### config.mk
export PLATFORM = sky130hd
export DESIGN_NAME = ram_burst_ctrl
export DESIGN_NICKNAME = d
export VERILOG_FILES = /design/src/rtl/ram_ctrl_pkg.sv /design/src/rtl/ram_rd_skid_buf.sv /design/src/rtl/ram_burst_ctrl.sv
export SDC_FILE = /design/constraint.sdc
export NUM_CORES = 1
export LEC_CHECK = 0
export ABC_AREA = 1
export CORE_MARGIN = 8
export CORE_UTILIZATION = 42
export CTS_BUF_LIST = sky130_fd_sc_hd__clkbuf_8
export DETAILED_ROUTE_END_ITERATION = 8
export PLACE_DENSITY = 0.72
export SLEW_MARGIN = 10
export SYNTH_ARGS = -nofsm -noshare
export SYNTH_HDL_FRONTEND = slang
export SYNTH_SLANG_ARGS = --single-unit
### constraint.sdc
create_clock -name clk -period 2.3 [get_ports clk]
set_input_delay 0.345 -clock clk [delete_from_list [all_inputs] [get_ports clk]]
set_output_delay 0.345 -clock clk [all_outputs]
set_load 0.01 [all_outputs]
### src/rtl/ram_ctrl_pkg.sv
// Shared definitions for the burst RAM controller: FSM state encoding,
// default geometry and the read-buffer admission rule.
package ram_ctrl_pkg;

  localparam int unsigned DEF_ADDR_WIDTH = 8;
  localparam int unsigned DEF_DATA_WIDTH = 16;

  typedef enum logic [1:0] {
    IDLE  = 2'd0,
    READ  = 2'd1,
    WRITE = 2'd2
  } state_e;

  // A new read may be issued only if, after this cycle's pop, the buffered
  // entries plus the one already in flight leave room for one more.
  function automatic logic rd_slot_free(input logic [1:0] count,
                                        input logic       inflight,
                                        input logic       pop);
    logic [2:0] used_s;
    logic [2:0] limit_s;
    used_s  = {1'b0, count} + {2'b00, inflight};
    limit_s = 3'd2 + {2'b00, pop};
    return (used_s < limit_s);
  endfunction

endpackage

### src/rtl/ram_rd_skid_buf.sv
// Two-entry FIFO that catches RAM read data so that the consumer may stall
// without losing beats already requested from the RAM.
module ram_rd_skid_buf import ram_ctrl_pkg::*; #(
  parameter int DATA_WIDTH = DEF_DATA_WIDTH
) (
  input  logic                  clk,
  input  logic                  rst_n,
  input  logic                  push,
  input  logic [DATA_WIDTH-1:0] push_data,
  input  logic                  push_last,
  input  logic                  pop,
  output logic [DATA_WIDTH-1:0] head_data,
  output logic                  head_last,
  output logic [1:0]            count
);

  logic [DATA_WIDTH-1:0] data_q [2];
  logic                  last_q [2];
  logic                  wr_ptr_q, wr_ptr_d;
  logic                  rd_ptr_q, rd_ptr_d;
  logic [1:0]            count_q, count_d;
  logic                  do_push_s;
  logic                  do_pop_s;

  assign head_data = data_q[rd_ptr_q];
  assign head_last = last_q[rd_ptr_q];
  assign count     = count_q;

  // Qualify push/pop against occupancy and compute pointer/count updates.
  always_comb begin
    do_pop_s  = pop && (count_q != 2'd0);
    do_push_s = push && ((count_q != 2'd2) || do_pop_s);
    wr_ptr_d  = wr_ptr_q;
    rd_ptr_d  = rd_ptr_q;
    count_d   = count_q;
    if (do_push_s) begin
      wr_ptr_d = ~wr_ptr_q;
    end else begin
      wr_ptr_d = wr_ptr_q;
    end
    if (do_pop_s) begin
      rd_ptr_d = ~rd_ptr_q;
    end else begin
      rd_ptr_d = rd_ptr_q;
    end
    case ({do_push_s, do_pop_s})
      2'b10:   count_d = count_q + 2'd1;
      2'b01:   count_d = count_q - 2'd1;
      default: count_d = count_q;
    endcase
  end

  // Storage and pointer registers; reset clears contents so head reads zero.
  always_ff @(posedge clk) begin
    if (!rst_n) begin
      data_q[0] <= '0;
      data_q[1] <= '0;
      last_q[0] <= 1'b0;
      last_q[1] <= 1'b0;
      wr_ptr_q  <= 1'b0;
      rd_ptr_q  <= 1'b0;
      count_q   <= 2'd0;
    end else begin
      if (do_push_s) begin
        data_q[wr_ptr_q] <= push_data;
        last_q[wr_ptr_q] <= push_last;
      end
      wr_ptr_q <= wr_ptr_d;
      rd_ptr_q <= rd_ptr_d;
      count_q  <= count_d;
    end
  end

endmodule

### src/rtl/ram_burst_ctrl.sv
// Burst controller in front of a synchronous single-port byte-enable RAM.
// Write bursts stream straight through to the RAM; read bursts are issued
// ahead into a two-entry buffer so the reader may apply backpressure.
module ram_burst_ctrl import ram_ctrl_pkg::*; #(
  parameter int ADDR_WIDTH = DEF_ADDR_WIDTH,
  parameter int DATA_WIDTH = DEF_DATA_WIDTH,
  parameter int STRB_WIDTH = DATA_WIDTH / 8
) (
  input  logic                  clk,
  input  logic                  rst_n,
  input  logic                  cmd_valid,
  output logic                  cmd_ready,
  input  logic                  cmd_write,
  input  logic [ADDR_WIDTH-1:0] cmd_addr,
  input  logic [ADDR_WIDTH-1:0] cmd_len,
  input  logic                  wr_valid,
  output logic                  wr_ready,
  input  logic [DATA_WIDTH-1:0] wr_data,
  input  logic [STRB_WIDTH-1:0] wr_strb,
  output logic                  rd_valid,
  input  logic                  rd_ready,
  output logic [DATA_WIDTH-1:0] rd_data,
  output logic                  rd_last,
  output logic                  ram_ce,
  output logic [STRB_WIDTH-1:0] ram_we,
  output logic [ADDR_WIDTH-1:0] ram_addr,
  output logic [DATA_WIDTH-1:0] ram_din,
  input  logic [DATA_WIDTH-1:0] ram_dout,
  output logic                  busy,
  output logic                  done
);

  state_e                state_q, state_d;
  logic [ADDR_WIDTH-1:0] addr_q, addr_d;
  logic [ADDR_WIDTH-1:0] len_q, len_d;
  logic                  write_q, write_d;
  // One bit wider than the address so a full-depth burst can be counted.
  logic [ADDR_WIDTH:0]   beat_q, beat_d;
  logic                  inflight_q, inflight_d;
  logic                  inflight_last_q, inflight_last_d;

  logic                  in_write_s;
  logic                  in_read_s;
  logic                  wr_hs_s;
  logic                  last_beat_s;
  logic                  pop_s;
  logic                  issue_s;
  logic                  rd_done_s;
  logic                  wr_done_s;
  logic [1:0]            buf_count_s;
  logic [DATA_WIDTH-1:0] head_data_s;
  logic                  head_last_s;

  // State and latched direction must agree before any RAM traffic is allowed.
  assign in_write_s  = (state_q == WRITE) && write_q;
  assign in_read_s   = (state_q == READ) && !write_q;
  assign wr_hs_s     = in_write_s && wr_valid;
  assign last_beat_s = (beat_q == {1'b0, len_q});
  assign wr_done_s   = wr_hs_s && last_beat_s;

  assign rd_valid    = (buf_count_s != 2'd0);
  assign pop_s       = rd_valid && rd_ready;
  assign rd_data     = head_data_s;
  assign rd_last     = rd_valid && head_last_s;
  assign rd_done_s   = in_read_s && pop_s && head_last_s;
  assign issue_s     = in_read_s && (beat_q <= {1'b0, len_q}) &&
                       rd_slot_free(buf_count_s, inflight_q, pop_s);

  assign cmd_ready   = (state_q == IDLE);
  assign busy        = (state_q != IDLE);
  assign wr_ready    = in_write_s;
  assign done        = rst_n && (wr_done_s || rd_done_s);

  assign ram_addr    = addr_q;
  assign ram_din     = wr_data;

  // RAM strobes: a write beat uses its byte enables (all-zero means no access
  // at all, so the RAM never sees a stray read); reset holds the RAM idle.
  always_comb begin
    ram_ce = 1'b0;
    ram_we = '0;
    if (!rst_n) begin
      ram_ce = 1'b0;
      ram_we = '0;
    end else if (wr_hs_s) begin
      ram_ce = |wr_strb;
      ram_we = wr_strb;
    end else if (issue_s) begin
      ram_ce = 1'b1;
      ram_we = '0;
    end else begin
      ram_ce = 1'b0;
      ram_we = '0;
    end
  end

  // Burst sequencing: command capture, beat counting, address advance.
  always_comb begin
    state_d         = state_q;
    addr_d          = addr_q;
    len_d           = len_q;
    write_d         = write_q;
    beat_d          = beat_q;
    inflight_d      = issue_s;
    inflight_last_d = issue_s && last_beat_s;
    case (state_q)
      IDLE: begin
        if (cmd_valid) begin
          addr_d  = cmd_addr;
          len_d   = cmd_len;
          write_d = cmd_write;
          beat_d  = '0;
          state_d = cmd_write ? WRITE : READ;
        end else begin
          state_d = IDLE;
        end
      end
      WRITE: begin
        if (wr_hs_s) begin
          addr_d = addr_q + {{(ADDR_WIDTH-1){1'b0}}, 1'b1};
          beat_d = beat_q + {{ADDR_WIDTH{1'b0}}, 1'b1};
          if (last_beat_s) begin
            state_d = IDLE;
          end else begin
            state_d = WRITE;
          end
        end else begin
          state_d = WRITE;
        end
      end
      READ: begin
        if (issue_s) begin
          addr_d = addr_q + {{(ADDR_WIDTH-1){1'b0}}, 1'b1};
          beat_d = beat_q + {{ADDR_WIDTH{1'b0}}, 1'b1};
        end else begin
          beat_d = beat_q;
        end
        if (rd_done_s) begin
          state_d = IDLE;
        end else begin
          state_d = READ;
        end
      end
      default: begin
        state_d = IDLE;
      end
    endcase
  end

  // Control registers; reset abandons any burst and drops in-flight data.
  always_ff @(posedge clk) begin
    if (!rst_n) begin
      state_q         <= IDLE;
      addr_q          <= '0;
      len_q           <= '0;
      write_q         <= 1'b0;
      beat_q          <= '0;
      inflight_q      <= 1'b0;
      inflight_last_q <= 1'b0;
    end else begin
      state_q         <= state_d;
      addr_q          <= addr_d;
      len_q           <= len_d;
      write_q         <= write_d;
      beat_q          <= beat_d;
      inflight_q      <= inflight_d;
      inflight_last_q <= inflight_last_d;
    end
  end

  ram_rd_skid_buf #(
    .DATA_WIDTH (DATA_WIDTH)
  ) u_rd_buf (
    .clk       (clk),
    .rst_n     (rst_n),
    .push      (inflight_q),
    .push_data (ram_dout),
    .push_last (inflight_last_q),
    .pop       (pop_s),
    .head_data (head_data_s),
    .head_last (head_last_s),
    .count     (buf_count_s)
  );

endmodule

; Word level (Yosys, flattened, before mapping)
; Memory sizes are Yosys's and may differ from the RTL's. A register that Yosys moved wholly into a read port is not among the register bits.
; Cells that the tools add are included.
[classes]
n_addsub = 6
multipliers = 0
n_div = 0
magnitude_cmp = 2
n_eq_ne = 9
shifts = 0
muxes = 34
bitwise_logic = 2
n_reduce_logical = 27
[op_table]
columns = cell, count
row1 = $mux W9, 3
row2 = $pmux W9 S3, 1
row3 = $mux W8, 3
row4 = $pmux W8 S3, 1
row5 = $mux W1, 17
row6 = $mux W16, 1
row7 = $reduce_or A16 Y1, 1
row8 = $logic_and A1 B1 Y1, 14
row9 = $mux W2, 6
row10 = $add A9 B1 Y9 const B, 1
row11 = $eq A9 B8 Y1, 1
row12 = $le A9 B8 Y1, 1
row13 = $add A8 B1 Y8 const B, 1
row14 = $ne A2 B2 Y1 const B, 4
row15 = $pmux W2 S3, 1
row16 = $reduce_bool A2 Y1, 3
row17 = $eq A2 B1 Y1 const B, 2
row18 = $eq A2 B2 Y1 const B, 2
row19 = $pmux W2 S2, 1
row20 = $reduce_and A4 Y1, 1
row21 = $add A2 B1 Y3, 1
row22 = $add A2 B1 Y3 const A, 1
row23 = $lt A3 B3 Y1, 1
row24 = $reduce_bool A3 Y1, 1
row25 = 9 further kinds, 11
[word_totals]
register_bits = 34
latchBits = 0
ramBits = 34
mem_bits_ro = 0
out_inout_bits = 49
elab_cells = 92
memories = 2
[mem_list]
columns = name, depth, width, read_ports, rd_clocked_by_memory_dff, write_ports, line
row1 = u_rd_buf.data_q, 2, 16, 1, 1, 2, ram_rd_skid_buf.sv:17  ; logic [DATA_WIDTH-1:0] data_q [2];
row2 = u_rd_buf.last_q, 2, 1, 1, 1, 2, ram_rd_skid_buf.sv:18  ; logic last_q [2];

; Depth between registers and ports, before layout
; Gate-level depths: netlist of run 1.
[depth]
ltp_word = 10
ltp_mapped = 15

; Hierarchy
; A second synthesis of run 1 with hierarchy kept.
[unflattened]
hier_cells = 441
area_unflattened_um2 = 3808.7
[modules_own_cells]
columns = mod, instances, cells_each, area_each_um2, seq_area_each_um2
row1 = ram_burst_ctrl, 1, 297, 2000.7, 600.6
row2 = ram_rd_skid_buf, 1, 144, 1808.0, 1101.1

; Worst setup path after synthesis of run 1
; OpenSTA, ideal clock, no wires.
[synth_path]
path_type = register -> register
from = reg u_rd_buf.count_q[1] (netlist: u_rd_buf.count[1])
to = mem u_rd_buf.data_q[1][0] in the netlist's numbering (enable)
setup_time_ps = 372
t_arrival_ps = 1669
setup_slack_ps = 259
path_stages_with_launch = 8
path_buffers = 1
synth_period_minus_slack_ps = 2041
path_cell_list = dfxtp_1 inv_1 nand2_2 nand2_2 a31oi_1 nand3_2 buf_2 nand2_1
[synth_rtl]
columns = item, line
row1 = from (decl), ram_rd_skid_buf.sv:21  ; logic [1:0] count_q, count_d;
row2 = from (signal assigned), ram_rd_skid_buf.sv:70  ; count_q <= count_d;
row3 = to (decl), ram_rd_skid_buf.sv:17

; Final worst setup path of run 1
[layout_path]
from = reg len_q[2]
to = out ram_ce
[layout_between]
elab_chain_cells = 6
[layout_rtl]
columns = item, line
row1 = from (decl), ram_burst_ctrl.sv:35  ; logic [ADDR_WIDTH-1:0] len_q, len_d;
row2 = from (signal assigned), ram_burst_ctrl.sv:163  ; len_q <= len_d;
row3 = $le A9 B8 Y1, ram_burst_ctrl.sv:66  ; assign issue_s = in_read_s && (beat_q <= {1'b0, len_q}) &&
row4 = $logic_and A1 B1 Y1 (2 in a row), ram_burst_ctrl.sv:66
row5 = $mux W1, ram_burst_ctrl.sv:88  ; end else if (issue_s) begin
row6 = $mux W1, ram_burst_ctrl.sv:85  ; end else if (wr_hs_s) begin
row7 = $mux W1, ram_burst_ctrl.sv:82  ; if (!rst_n) begin
row8 = to (decl), ram_burst_ctrl.sv:24  ; output logic ram_ce,
; Every way passes these cells.

==> run_results.csv, run 1 <==
group,metric,value,unit
status,status,"finished clean",
routing,via_per_inst,4.99,
routing,drt-total-wl,8.45,mm
routing,post_drt_wl_per_cell,13.8,um
global_routing,grt_pass1_wl,13.6,mm
global_routing,grt_max_degree,29,
timing,worst_slew_pin_slew,0.499,ns
logic_synthesis,synth_area,3640,um^2
layout,nNetsFinal,571,
setup_path,slowest_delay,0.33,ns
logic_synthesis,synth.distinct_cells,38,
timing,timing_hold_violations_final,0,
placed_design,place_area,4440,um^2
logic_synthesis,syn_avg_cell_area,8.52,um^2
pwr,powerDensity,667,nW/um^2
logic_synthesis,yosysWarnings,0,
clock_network,cts.sinks,69,
global_routing,grt_pass1_vias,2988,
setup_path,cp_slowest_cell,"dfxtp_2",
clock_network,htreeDepth,3,
die,coreArea,8550,um^2
pwr,report.power.total,3.17,mW
placed_design,hpwl,6.02,mm
logic_synthesis,synth_top_cell_by_area,"edfxtp_1",
layout,drive_gt1_share,17.5,%
global_routing,grtUsageTotal,14.3,%
clock_network,cts_buffer_depth,2,
clock_network,path_clk_slew,0.08,ns
routing,wl_met1,3.57,mm
timing,period_share,94.7,%
routing,antenna_left,0,
setup_path,path_class,"reg -> out",
placed_design,place_inst,594,
die,die_w,109,um
layout,fin_cells,612,
routing,initialDrtViolationCount,148,
timing,fin_skew,0.00663,ns
setup_path,crit_chain,"inv_2, ha_4, nand2_4, nor2_4, nand4_1, nand2_1, nand2_2, a31oi_1, buf_2",
layout,utilization,55.6,%
layout,syn2layout_area_growth,30.4,%
clock_network,cts_tree,"built",
routing,top_layer,"met4",
die,dieArea,11900,um^2
die,start_util,42.6,%
layout,diodes,0,
global_routing,grt.overflow.total,0,
clock_network,clkLatencyLatePin,0.34,ns
placed_design,portBuffers,72,
routing,via_count,3051,
timing,max_freq,0.459,GHz
logic_synthesis,yosys-top-cells-area,"edfxtp_1, dfxtp_1, nor2_1",
worst_hold_path,min_path_type,"reg -> reg",
layout,final_area,4750,um^2
setup_path,crit_fanout,3,
pwr,worst_ir_drop_vdd,0.000365,V
timing,rsz0062_at_grt,"true",
logic_synthesis,syn_inst,428,
routing,drc_errors,0,
routing,dr.pass1.iters,4,
logic_synthesis,ys_seq_area_share,46.7,%
setup_path,cp_data_required_time,1.96,ns
clock_network,root_buffer,"clkbuf_8",
setup_path,endpoint_kind,"output pin",
timing,holdWs,0.460,ns
die,die_h,109,um
job,max_cap_viol_count,0,
clock_network,cts_buffers,9,
setup_path,worstPathArrival,1.83,ns
timing,fin_crit,2.18,ns
pwr,p_leak,2.04,nW
die,rows,34,
placed_design,globalplace.congestion,0.872,
logic_synthesis,synth_seq_cells,69,
die,io_pins,105,
global_routing,antenna_found_initial,0,
timing,slew_headroom,66.6,%
logic_synthesis,syn_nets,500,
timing,setup_violations,0,
routing,wl_met3,685,um
logic_synthesis,yosysTopAreaCellShare,26.4,%
timing,slew_violations,0,
clock_network,cts-hold-fix-buffers,0,
setup_path,start_kind,"flop",
routing,dr_wl_met2,4.07,mm
-- critical path, delay by kind of cell (launching register included) --
kind	cells	cell delay [ns]
and+or+nand+nor	5	0.50
adders and majority gates	1	0.28
buffers and inverters	2	0.21
AOI/OAI and AO/OA	1	0.19
DFF	1	0.33
-- routing by layer --
layer / global-route usage [%] / vias to the layer above
met5: 0 / -
met4: 6.06 / 0
met3: 4.61 / 17
met2: 24.3 / 92
met1: 16.3 / 1409
li1: - / 1533
-- flip-flops by register name (all words and copies together), names as in the netlist, named ones only --
signal             cells
beat_q                 9
inflight_last_q        1
inflight_q             1
len_q                  8
ram_addr               8
state_q                2
u_rd_buf.count         2
u_rd_buf.data_q       32
u_rd_buf.last_q        2
u_rd_buf.rd_ptr_q      1
u_rd_buf.wr_ptr_q      1
write_q                1
-- placed cells by master (no fill, tap or decap), types with 2 or more instances in the layout --
cell	instances
inv_2	6
clkbuf_8	10
clkinv_2	3
and3_1	2
dfxtp_1	28
xor2_1	3
clkinv_4	2
o21ai_0	18
buf_2	2
a31oi_1	2
nand3_1	33
nand2_4	4
a21oi_1	33
nand4_1	2
nand2_1	58
nor3_1	5
clkdlybuf4s50_1	68
dlygate4sd2_1	2
ha_1	10
nand2_2	4
dfxtp_2	8
buf_12	2
edfxtp_1	32
inv_1	45
nor2_1	63
mux2i_1	2
buf_4	17
ha_4	5
mux2_2	16
-- cell type report --
cell class,count,area (um^2)
timing repair buffer,91,876
inverter,51,191
clock buffer,10,138
clock inverter,6,62.6
sequential,69,1720
multi-input combinational,277,1640
fill,776,3800
tap,108,135
-- cells by family (layout without fill, tap and decap cells) --
family	Yosys count	count (layout)	synth area share, %
muxes	18	18	5.49
xor gates and xnor gates	4	4	0.961
and+or+nand+nor	178	178	21.2
AOI/OAI and AO/OA	61	61	9.17
buffers and inverters	82	158	11.0
adders and majority gates	16	16	5.49
DFF	69	69	46.7
-- final timing paths --
kind / startpoint / to / slack, ns / cells after the start
worst max register to register: len_q[2] / ram_addr[0] / 0.27 / 15
worst min-delay path: u_rd_buf.rd_ptr_q / u_rd_buf.rd_ptr_q / 0.46 / 1
worst min register to register: u_rd_buf.rd_ptr_q / u_rd_buf.rd_ptr_q / 0.46 / 1
worst max-delay path: len_q[2] / ram_ce / 0.12 / 9
-- stage by stage --
step | worst slack (ns) | setup TNS (ns)
global placement | -0.00925 | -0.00925
CTS | 0.0723 | 0
detailed placement | -0.0558 | -0.0558
floorplan | 0.259 | 0
global route | -0.0124 | -0.0124
finish | 0.122 | 0
-- synth_stat cells --
library cell  instances
xnor2_1               1
o21ai_0              18
nor4_1                1
mux2_2               16
inv_2                 2
buf_4                17
o22ai_1               1
and2_1                1
clkbuf_1              5
o21ai_1               1
ha_1                 16
a22oi_1               1
edfxtp_1             32
inv_1                49
nand3_1              33
a31oi_1               2
o31ai_1               1
a21o_1                1
a21oi_1              34
nand2_1              61
a211oi_4              1
buf_1                 1
nand3_2               1
or2_2                 1
mux2i_1               2
nand2_4               2
dfxtp_1              37
and3_1                2
nor3_1                5
buf_2                 5
nand2_2               3
nand3b_1              1
nor2_1               64
buf_6                 3
nand4_1               2
o211ai_1              1
xor2_1                3
nand3b_2              1
-- where the power goes --
| part | internal (mW) | switching (mW) |
|---|---|---|
| Sequential | 1.37 | 0.0645 |
| Clock | 0.528 | 0.459 |
| Combinational | 0.371 | 0.378 |
| Total | 2.27 | 0.902 |
-- timing repair --
item                       in CTS  in global routing
setup endpoints to repair       4                  9
setup buffers                   0                  2
pin swaps                       2                 20
resized for setup              12                 26
No activity file was read; power rests on OpenSTA's default activity.
==> run 2, diff against run 1 <==
--- a/config.mk
+++ b/config.mk
@@ -6,7 +6,7 @@
 export NUM_CORES = 1
 export LEC_CHECK = 0
 export ABC_AREA = 1
-export CORE_MARGIN = 8
+export CORE_MARGIN = 3
 export CORE_UTILIZATION = 42
 export CTS_BUF_LIST = sky130_fd_sc_hd__clkbuf_8
 export DETAILED_ROUTE_END_ITERATION = 8
==> run_results.csv, run 2 (synthesized netlist as in run 1, its figures left out) <==
group,metric,value,unit
timing,slew_headroom,66.3,%
worst_hold_path,hold_path_startpoint,"u_rd_buf.rd_ptr_q",
routing,post_drt_wl_per_cell,13.0,um
job,max_cap_viol_count,0,
clock_network,cts.sinks,69,
die,rows,33,
timing,fin_skew,0.00698,ns
layout,final_area,4780,um^2
pwr,intPower,2.35,mW
layout,syn2layout_area_growth,31.2,%
global_routing,grt_pass1_vias,2909,
timing,slew_violations,0,
pwr,sequentialPowerShare,44.1,%
timing,period_share,100,%
clock_network,htreeDepth,3,
setup_path,start_kind,"flop",
clock_network,clkLatencyLatePin,0.35,ns
placed_design,place_area,4450,um^2
worst_hold_path,whs_path_depth,1,
layout,reg_top3,"u_rd_buf.data_q: 32 flops, beat_q: 9 flops",
worst_hold_path,min_path_type,"reg -> reg",
timing,fin_ws,-0.0113,ns
timing,timing_hold_violations_final,0,
placed_design,portBuffers,72,
routing,dr.pass1.iters,4,
routing,via_per_inst,4.98,
setup_path,r2r-start,"len_q[1]",
timing,max_freq,0.433,GHz
layout,diodes,0,
die,dieArea,9830,um^2
global_routing,grt_pass1_wl,12.8,mm
layout,layout_commonest_cell,"clkdlybuf4s50_1",
layout,nNetsFinal,572,
pwr,p_leak,2.05,nW
pwr,clock_power_share,32.7,%
clock_network,root_buffer,"clkbuf_8",
placed_design,place_ws,0.0310,ns
pwr,powerDensity,681,nW/um^2
layout,utilization,57.3,%
timing,setup_violations,1,
placed_design,hpwl,5.55,mm
timing,holdWs,0.452,ns
clock_network,cts_tree,"built",
status,violations,"negative setup slack",
placed_design,globalplace.congestion,0.792,
pwr,p_sw_share,27.8,%
setup_path,r2r-end,"ram_addr[0]",
layout,largest_register_ffs,32,
pwr,p_comb_share,23.2,%
setup_path,cp_data_required_time,1.96,ns
global_routing,grt.overflow.total,0,
timing,fin_crit,2.31,ns
pwr,p_switching,0.903,mW
global_routing,grt_max_degree,28,
layout,final_cell_mix,"clkdlybuf4s50_1, nor2_1, nand2_1, inv_1",
routing,drc_errors,0,
clock_network,cts_buffer_depth,2,
setup_path,worstPathArrival,1.97,ns
die,coreArea,8340,um^2
routing,drt-total-wl,7.92,mm
die,start_util,43.7,%
routing,via_count,3040,
global_routing,grtUsageTotal,16.1,%
die,die_h,99.2,um
setup_path,crit_fanout,2,
die,die_w,99.2,um
setup_path,endpoint_kind,"output pin",
layout,regMostFlops,"u_rd_buf.data_q",
clock_network,cts_buffers,9,
clock_network,path_clk_slew,0.08,ns
pwr,worst_ir_drop_vdd,0.000297,V
global_routing,antenna_found_initial,0,
routing,antenna_left,0,
timing,worst_slew_pin_slew,0.505,ns
status,status,"finished with violations",
die,io_pins,105,
routing,initialDrtViolationCount,115,
setup_path,path_class,"reg -> out",
setup_path,r2r_setup_slack,0.41,ns
layout,drive_gt1_share,16.4,%
setup_path,r2r_cells,15,
run 2: stage by stage:
step	total power, mW	cells	TNS, ns
after global routing	3.44	610	-0.0548
after detailed placement	2.15	591	0
final	3.25	610	-0.0113
after floorplan	1.89	428	0
after CTS	3.22	608	-0.00173
after global placement	2.13	591	0
run 2: cell type report:
cell class	count	area [um^2]
clock buffer	9	124
clock inverter	7	91.3
fill	734	3560
inverter	51	191
multi-input combinational	277	1640
sequential	69	1710
tap	105	131
timing repair buffer	92	896
run 2: worst max path at each step:
stage | endpoint | cells after the start | start | slack (ns)
after detailed placement | done | 9 | len_q[4] | 0.03
final | done | 10 | len_q[1] | -0.01
after floorplan | u_rd_buf.data_q[1][0] | 7 | u_rd_buf.count[1] | 0.26
after global routing | done | 10 | len_q[4] | -0.05
after CTS | done | 10 | len_q[2] | -0.002
after global placement | ram_ce | 7 | rd_ready | 0.03
run 2: what timing repair did:
action,4_1_cts,5_1_grt
gates resized for setup,11,20
endpoints found under the setup margin,4,2
hold buffers,0,0
pin swaps,2,7
endpoints found under the hold margin,0,0
setup buffers,1,2
run 2: metal layers:
layer / GRT usage, % / share of wire, % / up-vias
li1: - / - / 1544
met1: 19.3 / 43 / 1380
met2: 27.5 / 48 / 91
met3: 3.93 / 5.9 / 25
met4: 7.14 / 2.5 / 0
met5: 0 / 0 / -
run 2: worst max-delay path, stage by stage, from the launching register on:
cell,delay [ns]
dfxtp_1,0.31
inv_1,0.07
ha_4,0.27
nand2_2,0.06
nor2_4,0.09
nand4_1,0.17
buf_4,0.21
nor2_4,0.08
nand2_2,0.07
a21oi_2,0.14
buf_2,0.15
run 2: power by group through the flow:
stage / sequential, mW / clock, mW / combinational [mW]
finish: 1.44 / 1.06 / 0.755
global route: 1.45 / 1.15 / 0.841
CTS: 1.43 / 1.09 / 0.710
detailed placement: 1.45 / 0 / 0.697
global placement: 1.45 / 0 / 0.684
floorplan: 1.45 / 0 / 0.438
==> run 3, diff against run 2 <==
--- a/config.mk
+++ b/config.mk
@@ -6,6 +6,7 @@
 export NUM_CORES = 1
 export LEC_CHECK = 0
 export ABC_AREA = 1
+export ABC_CLOCK_PERIOD_IN_PS = 2300
 export CORE_MARGIN = 3
 export CORE_UTILIZATION = 42
 export CTS_BUF_LIST = sky130_fd_sc_hd__clkbuf_8
==> results of run 3 <==
No change in the layout: final DEF, timing and power equal those of run 2.
